## config.mk

```make
export PLATFORM = sky130hd
export DESIGN_NAME = piradip_fifo_wr_arbiter
export DESIGN_NICKNAME = d
export VERILOG_FILES = /design/src/rtl/piradip_fifo_wr_arbiter.sv
export SDC_FILE = /design/constraint.sdc
export NUM_CORES = 1
export LEC_CHECK = 0
export ABC_CLOCK_PERIOD_IN_PS = 2200
export BUFFER_PORTS_ARGS = -buffer_cell sky130_fd_sc_hd__buf_2
export CAP_MARGIN = 20
export CORE_UTILIZATION = 30
export CTS_BUF_LIST = sky130_fd_sc_hd__clkbuf_8 sky130_fd_sc_hd__clkbuf_16
export DETAILED_ROUTE_END_ITERATION = 10
export GPL_TIMING_DRIVEN = 0
export HOLD_SLACK_MARGIN = 0.06
export PLACE_DENSITY = 0.68
export SLEW_MARGIN = 20
export SYNTH_ARGS = -nofsm -noshare
export SYNTH_HDL_FRONTEND = slang
export SYNTH_SLANG_ARGS = --single-unit
```

## constraint.sdc

```tcl
create_clock -name clk -period 2.2 [get_ports clk]
set_input_delay 0 -clock clk [delete_from_list [all_inputs] [get_ports clk]]
set_output_delay 0 -clock clk [all_outputs]
set_load 0.05 [all_outputs]
```

## src/rtl/piradip_fifo_wr_arbiter.sv

```systemverilog
`default_nettype none
// ============================================================================
// Module      : piradip_fifo_wr_arbiter
// Description : Round-robin write-side arbiter that lets N_REQ stream
//               producers share one piradip_sync_fifo write port. Each FIFO
//               entry is tagged {source id, last, data}. No write is issued
//               while the FIFO is full or in write reset.
//               Build option PIRADIP_FIFO_ARB_PKT_LOCK_EN: when defined, a
//               grant is held for a whole packet (up to the beat with last=1);
//               when undefined, the grant rotates after every beat.
// Revision    : 1.0 - initial release
// ============================================================================
module piradip_fifo_wr_arbiter #(
  parameter  int N_REQ      = 4,
  parameter  int DATA_WIDTH = 32,
  localparam int ID_WIDTH   = (N_REQ > 1) ? $clog2(N_REQ) : 1,
  localparam int FIFO_WIDTH = DATA_WIDTH + 1 + ID_WIDTH
) (
  input  logic                        clk,
  input  logic                        rstn,
  input  logic [N_REQ-1:0]            s_valid,
  output logic [N_REQ-1:0]            s_ready,
  input  logic [N_REQ*DATA_WIDTH-1:0] s_data,
  input  logic [N_REQ-1:0]            s_last,
  output logic                        fifo_we,
  output logic [FIFO_WIDTH-1:0]       fifo_din,
  input  logic                        fifo_full,
  input  logic                        fifo_wr_rst_busy,
  output logic [N_REQ-1:0]            grant,
  output logic                        busy,
  output logic [15:0]                 pkt_count
);

  typedef enum logic [0:0] {
    ST_IDLE  = 1'b0,
    ST_GRANT = 1'b1
  } state_t;

  localparam logic [ID_WIDTH-1:0] c_last_id = ID_WIDTH'(N_REQ - 1);
  localparam logic [ID_WIDTH:0]   c_n_req   = (ID_WIDTH + 1)'(N_REQ);
  localparam logic [N_REQ-1:0]    c_one     = N_REQ'(1);

  state_t              r_state;
  logic [N_REQ-1:0]    r_grant;
  logic [ID_WIDTH-1:0] r_gid;
  logic [ID_WIDTH-1:0] r_rr;
  logic                r_in_tenure;
  logic [15:0]         r_pkt_count;

  logic                w_granted;
  logic                w_fifo_ok;
  logic                w_g_valid;
  logic                w_g_last;
  logic                w_xfer;
  logic                w_tenure_done;
  logic                w_abandon;
  logic                w_handover;
  logic                w_any;
  logic [ID_WIDTH-1:0] w_gid_next;
  logic [ID_WIDTH-1:0] w_start;
  logic [2*N_REQ-1:0]  w_dbl;
  logic [N_REQ-1:0]    w_rot;
  logic [ID_WIDTH-1:0] w_off;
  logic [ID_WIDTH:0]   w_sum;
  logic [ID_WIDTH-1:0] w_win;

  assign w_granted  = (r_state == ST_GRANT);
  assign w_fifo_ok  = !fifo_full && !fifo_wr_rst_busy;
  assign w_g_valid  = s_valid[r_gid];
  assign w_g_last   = s_last[r_gid];
  assign w_xfer     = w_granted && w_g_valid && w_fifo_ok;
  assign w_any      = |s_valid;
  assign w_gid_next = (r_gid == c_last_id) ? '0 : r_gid + 1'b1;

`ifdef PIRADIP_FIFO_ARB_PKT_LOCK_EN
  assign w_tenure_done = w_xfer && w_g_last;
`else
  assign w_tenure_done = w_xfer;
`endif

  // A granted source that drops valid before sending any beat of its tenure
  // gives the grant up; once a packet is under way the grant is held.
  assign w_abandon  = w_granted && !w_g_valid && !r_in_tenure;
  assign w_handover = w_tenure_done || w_abandon;

  // Search starts after the current holder on handover, at rr pointer in IDLE.
  // Starting at g+1 and scanning N_REQ slots naturally reaches g last, so g
  // only wins again when it is the sole requester.
  assign w_start = w_granted ? w_gid_next : r_rr;
  assign w_dbl   = {s_valid, s_valid};
  assign w_rot   = w_dbl[w_start +: N_REQ];

  // Priority encode the rotated request vector: lowest offset wins.
  always_comb begin
    w_off = '0;
    for (int k = N_REQ - 1; k >= 0; k--) begin
      if (w_rot[k]) w_off = ID_WIDTH'(k);
    end
  end

  assign w_sum = {1'b0, w_start} + {1'b0, w_off};
  assign w_win = (w_sum >= c_n_req) ? ID_WIDTH'(w_sum - c_n_req) : w_sum[ID_WIDTH-1:0];

  // Arbitration state, grant, round-robin pointer and packet counter.
  always_ff @(posedge clk or negedge rstn) begin
    if (!rstn) begin
      r_state     <= ST_IDLE;
      r_grant     <= '0;
      r_gid       <= '0;
      r_rr        <= '0;
      r_in_tenure <= 1'b0;
      r_pkt_count <= '0;
    end else begin
      if (w_xfer && w_g_last) r_pkt_count <= r_pkt_count + 16'd1;
      case (r_state)
        ST_IDLE: begin
          if (w_any) begin
            r_state <= ST_GRANT;
            r_grant <= c_one << w_win;
            r_gid   <= w_win;
          end
        end
        ST_GRANT: begin
          if (w_xfer) r_in_tenure <= !w_tenure_done;
          if (w_handover) begin
            r_rr        <= w_gid_next;
            r_in_tenure <= 1'b0;
            if (w_any) begin
              r_grant <= c_one << w_win;
              r_gid   <= w_win;
            end else begin
              r_state <= ST_IDLE;
              r_grant <= '0;
              r_gid   <= '0;
            end
          end
        end
        default: begin
          r_state <= ST_IDLE;
          r_grant <= '0;
        end
      endcase
    end
  end

  assign s_ready   = w_fifo_ok ? r_grant : '0;
  assign fifo_we   = w_xfer;
  assign fifo_din  = w_granted ? {r_gid, w_g_last, s_data[r_gid*DATA_WIDTH +: DATA_WIDTH]} : '0;
  assign grant     = r_grant;
  assign busy      = w_granted;
  assign pkt_count = r_pkt_count;

endmodule
`default_nettype wire

```

==> impl_metrics.py <==
metrics = {
    "floorplanning": {
        "initial_core_util_pct": 31.7,
        "ios": 201,
        "rows": 32,
        "fp.dieW_microns": 93.3,
        "core_sq_um": 7890,
        "die_area_sq_um": 8710,
        "fp.dieH_microns": 93.3,
    },
    "routing": {
        "wl_per_cell_microns": 16.7,
        "antenna_left": 0,
        "first_iter_violations": 120,
        "drc": 0,
        "dr.pass1.iters": 4,
        "vias_per_cell": 5.13,
        "routed_wl_mm": 9.01,
        "vias": 2768,
    },
    "synthesis": {
        "synth_mux_area_share_pct": 33.9,
        "synth_cells": 224,
        "ys_seq_elements": 26,
        "synth_top_family_by_area": "multiplexers",
        "avgSynthCellArea_sq_um": 11.2,
        "syn_area_sq_um": 2500,
        "synth_cell_types": 42,
        "yosysWarnings": 0,
        "ys_async_sr_fraction_pct": 100,
        "yosysSeqAreaShare_pct": 26.0,
        "ys.flop_type": "dfrtp_1",
        "synthesis.nets": 367,
        "synth_edf_count": 0,
        "synth_xor_area_share_pct": 5.25,
        "synth_compound_area_share_pct": 6.95,
        "synthSimpleGateAreaFrac_pct": 21.7,
        "yosys.area_share.adder_pct": 1.50,
    },
    "power_and_ir_drop": {
        "internal_power_uw": 2630,
        "irDropWorstVdd_mv": 0.979,
        "p_sw_uw": 3050,
        "p_leak_uw": 0.00198,
        "comb_power_share_pct": 80.4,
        "powerDensity_nw_per_um2": 1440,
        "clockPowerShare_pct": 7.1,
        "p_sw_share_pct": 53.7,
        "seqPwrFrac_pct": 12.5,
    },
    "placed_design": {
        "dpl_cell_area_sq_um": 3670,
        "numPortBuffers": 199,
        "hpwl_mm": 7.45,
        "routabilityCongestion": 0.910,
    },
    "sta": {
        "skew_ns": 0.00272,
        "final.setup.tns_ns": 0,
        "setup_violations": 0,
        "fin_crit_sh_pct": 97.3,
        "rsz0062_at_grt": "yes",
        "slew_headroom_pct": 60.2,
        "tightest_slew_ns": 0.598,
        "fmax_mhz": 467,
        "slew_viol_final": 0,
        "post-route-min-period_ns": 2.14,
        "hold_viol": 0,
    },
    "worst_setup_path": {
        "crit_family": "multiplexers",
        "critPathKind": "reg2reg",
        "r2r-end": "grant[3]",
        "cpPeakStageDelay_ns": 0.55,
        "r2r_slack_ns": 0.06,
        "cp-start-kind": "flip-flop",
        "cp_max_fo": 9,
        "crit_chain": "buf_6, mux4_2, mux2_4, o21ai_4, buf_12, a22oi_1, nor3_1",
        "reg2reg_depth": 7,
        "timing.rr.start": "r_gid[1]",
        "arrival_ns": 2.33,
        "end_kind": "flip-flop",
        "crit_buf_inv": 2,
        "crit_slowest_cell": "mux4_2",
        "worst-path-stages": 7,
        "required_ns": 2.39,
    },
    "status": {
        "outcome": "finished, final reports clean",
    },
    "hold_path": {
        "hp-start": "s_valid[0]",
        "min_to": "busy",
        "hold_class": "in2reg",
        "hold_path_depth": 3,
    },
    "clock_tree": {
        "cts.clk_slew.worst_paths_ns": 0.09,
        "clk_latency_ns": 0.27,
        "cts_buffer_depth": 2,
        "cts_root_buf": "clkbuf_8",
        "cts_buffers": 3,
        "cts_sinks": 26,
        "cts_tree": "yes",
        "cts_max_level": 1,
    },
    "layout": {
        "mostFrequentLayoutCells": "buf_2 (200), and2_1 (40), mux4_2 (35)",
        "num-nets-final": 582,
        "finish.utilization_pct": 50.2,
        "drive_gt1_share_pct": 65.3,
        "final_common_cell": "buf_2",
        "final_area_sq_um": 3960,
        "syn_to_final_growth_pct": 58.2,
        "diodes": 0,
    },
    "grt": {
        "antenna_found_initial": 0,
        "grt_pass1_vias": 2778,
        "grt_overflow": 0,
        "grt_pass1_wl_mm": 14.0,
        "grt_usage_pct": 20.6,
        "grt_max_degree": 27,
    },
    "job": {
        "maxCapViolations": 0,
    },
}
registers in the layout, indices dropped and copies added (netlist names):
register and count:
pkt_count 16, grant 4, r_gid 2, r_rr 2, busy 1, r_in_tenure 1
cells by family (layout without fill, tap and decap cells):
kind of cell               after synthesis  count (layout)
DFF                                     26              26
adders and majority gates                3               3
xor gates and xnor gates                15              15
AOI/OAI and AO/OA                       23              23
buffers and inverters                   24             238
and+or+nand+nor                         93              93
muxes                                   40              40
cell usage after synthesis, drive strengths merged (4+ instances only):
| library cell | number | area share, % |
|---|---|---|
| and2 | 40 | 10 |
| mux4 | 35 | 32 |
| dfrtp | 26 | 26 |
| nand2 | 13 | 2.0 |
| nor3 | 13 | 2.8 |
| xor2 | 12 | 4.2 |
| buf | 10 | 2.7 |
| clkbuf | 7 | 1.1 |
| inv | 7 | 1.1 |
| nor2 | 7 | 1.1 |
| o21ai | 6 | 1.7 |
| nand4 | 5 | 1.5 |
| nor4 | 5 | 1.9 |
| a22oi | 4 | 1.2 |
| mux2 | 4 | 2.0 |
| nand3 | 4 | 0.80 |
layout make-up:
class,count,area [sq um]
clock inverter,1,30.0
sequential,26,652
multi-input combinational,174,1870
buffer,17,115
tap,102,128
clock buffer,3,41.3
timing repair buffer,210,1100
inverter,7,28.8
fill,748,3930
worst register-to-register path, delay by kind of cell (launching register included):
family / cells / cell delay [ns]
muxes: 2 / 0.91
DFF: 1 / 0.41
buffers and inverters: 2 / 0.31
AOI/OAI and AO/OA: 2 / 0.24
and+or+nand+nor: 1 / 0.20
through the flow:
stage	cells	hold slack [ns]	total power, uW	worst slack, ns
after global placement	525	0.0298	4800	-0.132
after global routing	540	0.0954	6000	-0.0227
after detailed placement	525	0.0462	4840	-0.170
final	540	0.0878	5680	0.0595
after CTS	538	0.0699	5530	0.00923
after floorplan	224	-0.296	3980	0.0181
power groups by stage:
stage	combinational [uW]	sequential (uW)	clock [uW]
after global routing	4840	730	431
after global placement	4100	699	0
after CTS	4410	708	411
final	4570	712	401
after detailed placement	4140	701	0
after floorplan	3080	900	0
repair_timing:
action	in CTS	in global routing
buffers inserted	7	2
hold buffers	2	0
resized for setup	11	19
pin swaps	8	8
setup endpoints to repair	9	39
endpoints found under the hold margin	27	0
routing by layer:
layer | vias up | part of all wire [%] | routed length, microns | GRT usage [%]
met5 | - | 0 | 0 | 0
met4 | 0 | 2.5 | 222 | 5.51
met3 | 25 | 9.2 | 832 | 5.53
met2 | 132 | 51 | 4550 | 36.5
met1 | 1338 | 38 | 3410 | 24.4
li1 | 1273 | - | - | -
how the worst max path moves through the flow:
stage                         from      endpoint  slack [ns]
after floorplan               busy      grant[0]        0.02
after global placement    r_gid[0]      grant[1]       -0.13
after detailed placement  r_gid[0]      grant[0]       -0.17
after CTS                 r_gid[0]  fifo_din[25]       0.009
after global routing      r_gid[0]      grant[0]       -0.02
final                     r_gid[1]      grant[3]        0.06
No activity file was read; power rests on OpenSTA's default activity.
